===== src/rtl/countdown_timer_pkg.sv =====
// Shared timer package: state encoding for the countdown timer and timebase counters.
package countdown_timer_pkg;

  typedef enum logic [1:0] {
    ST_IDLE  = 2'd0,
    ST_RUN   = 2'd1,
    ST_PAUSE = 2'd2,
    ST_DONE  = 2'd3
  } timer_state_t;

endpackage


===== src/rtl/countdown_timer.sv =====
// Tick-driven countdown timer with IDLE/RUN/PAUSE/DONE control and a one-cycle expiry pulse.
// Optional feature: define COUNTDOWN_TIMER_AUTO_RELOAD_EN to restart from the loaded value on expiry.
module countdown_timer
  import countdown_timer_pkg::*;
#(
  parameter int WIDTH = 16
) (
  input  logic             clk,
  input  logic             rst,
  input  logic             tick,
  input  logic             load,
  input  logic [WIDTH-1:0] load_value,
  input  logic             start,
  input  logic             stop,
  output logic [WIDTH-1:0] count_out,
  output logic             running,
  output logic             done,
  output logic             expired
);

  timer_state_t     r_state;
  timer_state_t     w_state_nxt;
  logic [WIDTH-1:0] r_count;
  logic [WIDTH-1:0] w_count_nxt;
  logic             w_expire;
  logic             w_running_nxt;
  logic             w_done_nxt;
`ifdef COUNTDOWN_TIMER_AUTO_RELOAD_EN
  logic [WIDTH-1:0] r_reload;
`endif

  // State register plus registered outputs; active-low reset overrides every strobe.
  always_ff @(posedge clk) begin
    if (!rst) begin
      r_state <= ST_IDLE;
      r_count <= '0;
      running <= 1'b0;
      done    <= 1'b0;
      expired <= 1'b0;
    end else begin
      r_state <= w_state_nxt;
      r_count <= w_count_nxt;
      running <= w_running_nxt;
      done    <= w_done_nxt;
      expired <= w_expire;
    end
  end

`ifdef COUNTDOWN_TIMER_AUTO_RELOAD_EN
  // Reload value captured alongside every load.
  always_ff @(posedge clk) begin
    if (!rst) begin
      r_reload <= '0;
    end else if (load) begin
      r_reload <= load_value;
    end else begin
      r_reload <= r_reload;
    end
  end
`endif

  // Next-state and count logic; load beats everything, stop beats start and tick.
  always_comb begin
    w_state_nxt = r_state;
    w_count_nxt = r_count;
    w_expire    = 1'b0;
    if (load) begin
      w_state_nxt = ST_IDLE;
      w_count_nxt = load_value;
    end else begin
      case (r_state)
        ST_IDLE: begin
          if (start && !stop && (r_count != '0)) begin
            w_state_nxt = ST_RUN;
          end else begin
            w_state_nxt = ST_IDLE;
          end
        end
        ST_RUN: begin
          if (stop) begin
            w_state_nxt = ST_PAUSE;
          end else if (tick && (r_count == WIDTH'(1))) begin
            w_expire = 1'b1;
`ifdef COUNTDOWN_TIMER_AUTO_RELOAD_EN
            w_count_nxt = r_reload;
            w_state_nxt = (r_reload == '0) ? ST_DONE : ST_RUN;
`else
            w_count_nxt = '0;
            w_state_nxt = ST_DONE;
`endif
          end else if (tick && (r_count != '0)) begin
            w_count_nxt = r_count - WIDTH'(1);
          end else begin
            w_count_nxt = r_count;
          end
        end
        ST_PAUSE: begin
          if (start && !stop) begin
            w_state_nxt = ST_RUN;
          end else begin
            w_state_nxt = ST_PAUSE;
          end
        end
        ST_DONE: begin
          w_state_nxt = ST_DONE;
        end
        default: begin
          w_state_nxt = ST_IDLE;
          w_count_nxt = '0;
        end
      endcase
    end
  end

  // Output decode of the next state, registered above so outputs never see inputs combinationally.
  always_comb begin
    w_running_nxt = 1'b0;
    w_done_nxt    = 1'b0;
    case (w_state_nxt)
      ST_RUN:  w_running_nxt = 1'b1;
      ST_DONE: w_done_nxt    = 1'b1;
      default: begin
        w_running_nxt = 1'b0;
        w_done_nxt    = 1'b0;
      end
    endcase
  end

  assign count_out = r_count;

endmodule


===== config.mk =====
export PLATFORM = sky130hd
export DESIGN_NAME = countdown_timer
export DESIGN_NICKNAME = d
export VERILOG_FILES = /design/src/rtl/countdown_timer_pkg.sv /design/src/rtl/countdown_timer.sv
export SDC_FILE = /design/constraint.sdc
export NUM_CORES = 1
export LEC_CHECK = 0
export CORE_AREA = 3 3 56 58
export CTS_CLUSTER_DIAMETER = 50
export DETAILED_ROUTE_END_ITERATION = 16
export DIE_AREA = 0 0 59 61
export GPL_TIMING_DRIVEN = 0
export PLACE_DENSITY = 0.83
export SLEW_MARGIN = 20
export SYNTH_ARGS = -nofsm -noshare
export SYNTH_HDL_FRONTEND = slang
export SYNTH_SLANG_ARGS = --single-unit

===== constraint.sdc =====
create_clock -name clk -period 4.45 [get_ports clk]
set_input_delay 0.89 -clock clk [delete_from_list [all_inputs] [get_ports clk]]
set_output_delay 0.89 -clock clk [all_outputs]
set_load 0.1 [all_outputs]

==> summary.md <==
| Metric | Value |
|---|---|
| First-pass GRT wire length | between 7000 and 8000 um |
| Via density | 6.388 |
| FF+latch count, synth | 21 |
| DRT Wirelength | between 4000 and 5000 um |
| Die H | 61 um |
| Die width | just under 60 um |
| Number of nets in the layout | between 200 and 250 |
| Maxcap violations | 0 |
| Setup CP Type | in -> reg |
| Antenna violations before repair | 0 |
| Slew HR | 33.97% |
| Postcts setup bufs | 0 |
| CORE AREA | ~2700 um2 |
| Syn_area_per_cell | around 8.3 um2 |
| Crit start category | primary input |
| H-tree depth | 1 |
| I/O pin total | around 40 |
| Final Hold Fails | 0 |
| Tightest Pin Transition | 0.9874 ns |
| DR vias | roughly 1500 |
| PnR Total Power | 522.3 uW |
| Crit-path max FO | 6 |
| Worst hold-check path type | reg -> reg |
| Fraction of layout cells with a size suffix above 1 | 8.252% |
| Top FF cell, synth | dfxtp_1 |
| Most common cell after layout, fill and taps aside | clkdlybuf4s50_1 |
| CTS root buffer | clkbuf_4 |
| Vias in the first global route | 1457 |
| Post-synth EDFFs | 0 |
| Wire per inst | 18.60 um |
| First-pass DRT Iterations | 5 |
| Max Freq | roughly 330 MHz |
| Pins Over Slew Limit | 0 |
| CTS Sinks | 21 |
| Period Utilization, post-route | about two thirds |
| RD Place Congestion | around 0.9 |
| Setup violators final | 0 |
| GRT Util Overall | 26.27% |
| Post-CTS Hold Buffers | 0 |
| Area Overhead vs Synth | 33.83% |
| Iter 0 DRT Violations | between 100 and 150 |
| Detail Route Antenna Nets | 0 |
| Die area | ~3600 um2 |
| Outcome | completed |
| Ys Warns | 0 |
| DRC viols | 0 |
| Worst VDD drop | ~0.21 mV |
| Leakage power | between 0.0006 and 0.0007 uW |
| GRT Residual Overflow | 0 |
| # diodes | 0 |
| Clock Latency Late Sink | 0.33 ns |
| Pwr dens | 289.9 nW/um2 |
| Dpl hpwl | approximately 3200 um |
| Syn_nets | 187 |
| Final worst path period need | between 3 and 4 ns |
| Req. time, crit path | around 4.7 ns |
| Pin count of the biggest net entering global routing | 12 |
| Seq/Total Area, Yosys | between 30% and 40% |
| Worst-path clk slew | 0.14 ns |
| Layout Skew | about 0.014 ns |
| CP Data Arrival Time | 3.29 ns |
| # port buffers | 39 |
| Std cell rows | 19 |
| Synth unique cells | 46 |
| Critical Path End Type | flip-flop |
| Starting Density | 49.68% |
| R2R setup slack | ~1.8 ns |
| Post-Syn Area | roughly 1300 um2 |
| Max clock buf depth | 2 |
| Most frequent cells in the layout | clkdlybuf4s50_1, dfxtp_1, nand2_1 |
| Asr flop ratio synth | 0% |
| Post-CTS sizing | 0 |
| Fin Setup TNS | 0 ns |
| CTS tree | done |
| Mapped Cells | approximately 160 |
| Unrepaired setup endpoints after global routing | no |
| CTS buffer count | 3 |
path summary, 6_finish.rpt:
check | start | to | depth (start not counted)
setup / recovery | tick | count_out[14] | 6
hold reg to reg | count_out[7] | count_out[7] | 2
setup reg to reg | count_out[12] | count_out[14] | 5
hold / removal | count_out[7] | count_out[7] | 2
final cells by class:
type                    count  area (um2)
flip-flops and latches     21       420.4
inverters                   6       22.52
repair buffers             39       390.4
plain buffers              11       52.55
multi-input cells         125       850.8
well taps                  31       38.79
clock buffers               4       26.28
fillers                   243       908.4
sequential cells by signal (all words and copies together), names as in the netlist:
name and count:
done 1, r_state 2, running 1, expired 1
count_out 16
synth_stat cells (2+ instances only):
cell      instances  area [um2]
xor2_1            2       17.52
a21oi_1          10       50.05
nor3_1            5       25.02
a221o_1           2       20.02
o311ai_0          3       26.28
nor2b_1           3       18.77
dfxtp_1          21       420.4
a32o_1            3       30.03
nor4_1            5       31.28
a32oi_1           2       17.52
clkbuf_1          6       22.52
and2_1            3       18.77
ha_1              2       25.02
o31ai_1           4       30.03
nand2_1          15       56.30
buf_2             3       15.01
nand4_1           7       43.79
a22oi_1           3       22.52
o21ai_0          10       50.05
o211ai_1          4       30.03
inv_1             6       22.52
nor2_1           10       37.54
nand3_1           7       35.03
or4_1             5       37.54
critical path, cell delays in order:
cell             delay, ns
clkdlybuf4s50_1       0.49
nor4bb_1              0.70
nand4_1               0.44
o21ai_1               0.32
nand4_1               0.14
a32o_1                0.31
per-layer routing:
layer / wire (um) / vias to the layer above / track usage, % / part of all wire [%]
li1: - / 725 / - / -
met1: 1873 / 690 / 34.83 / 42
met2: 2071 / 84 / 42.59 / 47
met3: 380 / 15 / 3.617 / 8.6
met4: 82 / 0 / 11.65 / 1.9
met5: 0 / - / 0 / 0
power breakdown:
part,switching (uW),internal [uW],leakage [uW]
Combinational,141,65.0,0.000434
Sequential,16.7,198,0.000173
Clock,66.3,35.1,0.0000150
through the flow:
stage | area [um2] | hold WS, ns | setup slack [ns] | util, % | instances
after floorplan | 1346 | 0.5486 | 1.734 | - | 163
after global placement | 1775 | 0.5074 | 1.104 | 65.51 | 233
after detailed placement | 1775 | 0.5090 | 1.087 | 65.51 | 233
after CTS | 1802 | 0.5351 | 1.474 | 66.48 | 237
after global routing | 1802 | 0.5794 | 1.259 | 66.48 | 237
final | 1802 | 0.5398 | 1.396 | 66.48 | 237
kinds of logic after synthesis:
| kind of cell | Yosys count | share of synthesized area [%] |
|---|---|---|
| AOI/OAI and AO/OA | 52 | 30.67 |
| xor gates and xnor gates | 2 | 1.301 |
| adders and majority gates | 2 | 1.858 |
| buffers and inverters | 17 | 5.575 |
| DFF | 21 | 31.23 |
| and+or+nand+nor | 69 | 29.37 |
Note: power is estimated with default switching activity, not from simulation.
==> edit: new RTL, same settings <==
Register the inputs `tick`, `start` and `stop` before use. The logic sees them one clock later. The other inputs are not delayed to match.
--- a/src/rtl/countdown_timer.sv
+++ b/src/rtl/countdown_timer.sv
@@ -17,6 +17,16 @@
   output logic             done,
   output logic             expired
 );
+
+  logic tick_q;
+  logic start_q;
+  logic stop_q;
+
+  always_ff @(posedge clk) begin
+    tick_q  <= tick;
+    start_q <= start;
+    stop_q  <= stop;
+  end
 
   timer_state_t     r_state;
   timer_state_t     w_state_nxt;
@@ -70,16 +80,16 @@
     end else begin
       case (r_state)
         ST_IDLE: begin
-          if (start && !stop && (r_count != '0)) begin
+          if (start_q && !stop_q && (r_count != '0)) begin
             w_state_nxt = ST_RUN;
           end else begin
             w_state_nxt = ST_IDLE;
           end
         end
         ST_RUN: begin
-          if (stop) begin
+          if (stop_q) begin
             w_state_nxt = ST_PAUSE;
-          end else if (tick && (r_count == WIDTH'(1))) begin
+          end else if (tick_q && (r_count == WIDTH'(1))) begin
             w_expire = 1'b1;
 `ifdef COUNTDOWN_TIMER_AUTO_RELOAD_EN
             w_count_nxt = r_reload;
@@ -88,14 +98,14 @@
             w_count_nxt = '0;
             w_state_nxt = ST_DONE;
 `endif
-          end else if (tick && (r_count != '0)) begin
+          end else if (tick_q && (r_count != '0)) begin
             w_count_nxt = r_count - WIDTH'(1);
           end else begin
             w_count_nxt = r_count;
           end
         end
         ST_PAUSE: begin
-          if (start && !stop) begin
+          if (start_q && !stop_q) begin
             w_state_nxt = ST_RUN;
           end else begin
             w_state_nxt = ST_PAUSE;
Function: changed (Yosys sat finds a counterexample within 4 cycles, from zero or initial values and one cycle with rst low).
==> edit against the unedited design <==
  * Largest power group unchanged
  * Synthesized cell count grew 7.4%
  * Power increased by 20%
  * Sequential cell count up 3
  * Design area is 7.4% higher
  * Worst setup slack better by 0.14 ns
  * Synthesized area is 7.2% higher
  * Wire length fell by 4.7%
  * Sequential share of layout area rose by 1.5 points
==> edit: results (changes against the unedited design) <==
stage,metric,value,unit,change
worst_setup_path,reg2reg_depth,8,,+3
global_routing,grt_pass1_vias,1575,,+8.1%
sta,slew_headroom,34.4,%,+0.43 points
global_routing,grt.total_usage,24.7,%,-1.6 points
placement,dp_slack,1.73,ns,+0.643 ns
placement,dp_cells,246,,+5.6%
detailed_routing,route.met3.wl,284,um,-25%
placement,post-dp-hpwl,3180,um,about the same
finish,drive_gt1_share,9.13,%,+0.88 points
worst_setup_path,critPathTopFamily,buffers and inverters,,
power_and_ir_drop,total_power,627,uW,+20%
placement,place.gp.congestion,0.896,,-0.14%
global_routing,grt_max_degree,15,,+3
power_and_ir_drop,switching_share,37.3,%,-5.6 points
yosys,synth_area_leaders,"dfxtp_1 33%, a32o_1 4.9%, nand2_1 4.7%",,
worst_setup_path,slowest_stage,clkdlybuf4s50_1,,
worst_setup_path,crit_fanout,9,,+3
global_routing,grt_use_met1,31.1,%,-3.8 points
detailed_routing,wl_per_cell,16.8,um,-9.7%
placement,io_buffers,40,,+2.6%
status,status,finished clean,,
power_and_ir_drop,p_leak,0.707,nW,+14%
power_and_ir_drop,ir_worst_vdd,0.000318,V,+53%
yosys,synth_nets,199,,+6.4%
yosys,synth_common_cells,"24 x dfxtp_1, 18 x nand2_1, 8 x inv_1, 8 x nor4_1",,
yosys,syn_inst,175,,+7.4%
min_path,holdPathEnd,count_out[1]$_SDFFE_PN0P_,,
yosys,yosysSeqAreaShare,33.3,%,+2.1 points
detailed_routing,drt-initial-drc-count,138,,+3.0%
worst_setup_path,crit_arrival,2.02,ns,-1.27 ns
min_path,hp-start,count_out[1]$_SDFFE_PN0P_,,
global_routing,use_met3,3.19,%,-0.43 points
global_routing,grt_pass1_wl,6910,um,-3.2%
==> edit: power by group through the flow <==
| stage | Sequential (mW) | Clock, mW | Combinational, mW |
|---|---|---|---|
| 2_1_floorplan | 0.319 | 0 | 0.0835 |
| 3_3_place_gp | 0.247 | 0 | 0.215 |
| 3_5_place_dp | 0.248 | 0 | 0.217 |
| 4_1_cts | 0.243 | 0.165 | 0.218 |
| 5_1_grt | 0.246 | 0.173 | 0.234 |
| 6_report | 0.244 | 0.163 | 0.220 |
==> edit: kinds of logic after synthesis <==
family                     synth area share (%)
AOI/OAI and AO/OA                          25.6
DFF                                        33.3
buffers and inverters                      5.81
and+or+nand+nor                            32.4
xor gates and xnor gates                   1.21
adders and majority gates                  1.73
==> edit: cell type report <==
class,instances,area [sq um]
clock inverter,1,30.0
tap,31,38.8
fill,238,776
multi-input combinational,131,878
sequential,24,480
timing repair buffer,40,400
clock buffer,3,22.5
inverter,8,30.0
buffer,12,53.8
==> edit: how the worst max path moves through the flow <==
stage               depth (start not counted)  slack (ns)                  startpoint                        end
CTS                                         1        1.55   count_out[2]$_SDFFE_PN0P_               count_out[2]
detailed placement                          6        1.73                        load  count_out[3]$_SDFFE_PN0P_
global route                                1        1.48  count_out[13]$_SDFFE_PN0P_              count_out[13]
floorplan                                   7        1.73   count_out[1]$_SDFFE_PN0P_  count_out[3]$_SDFFE_PN0P_
global placement                            6        1.73                        load  count_out[3]$_SDFFE_PN0P_
finish                                      1        1.54   count_out[2]$_SDFFE_PN0P_               count_out[2]
==> edit: stage by stage <==
step / utilization (%) / area, sq um
6_report: 71.4 / 1930
5_1_grt: 71.4 / 1930
4_1_cts: 71.4 / 1930
3_5_place_dp: 69.4 / 1880
3_3_place_gp: 69.4 / 1880
2_1_floorplan: - / 1440
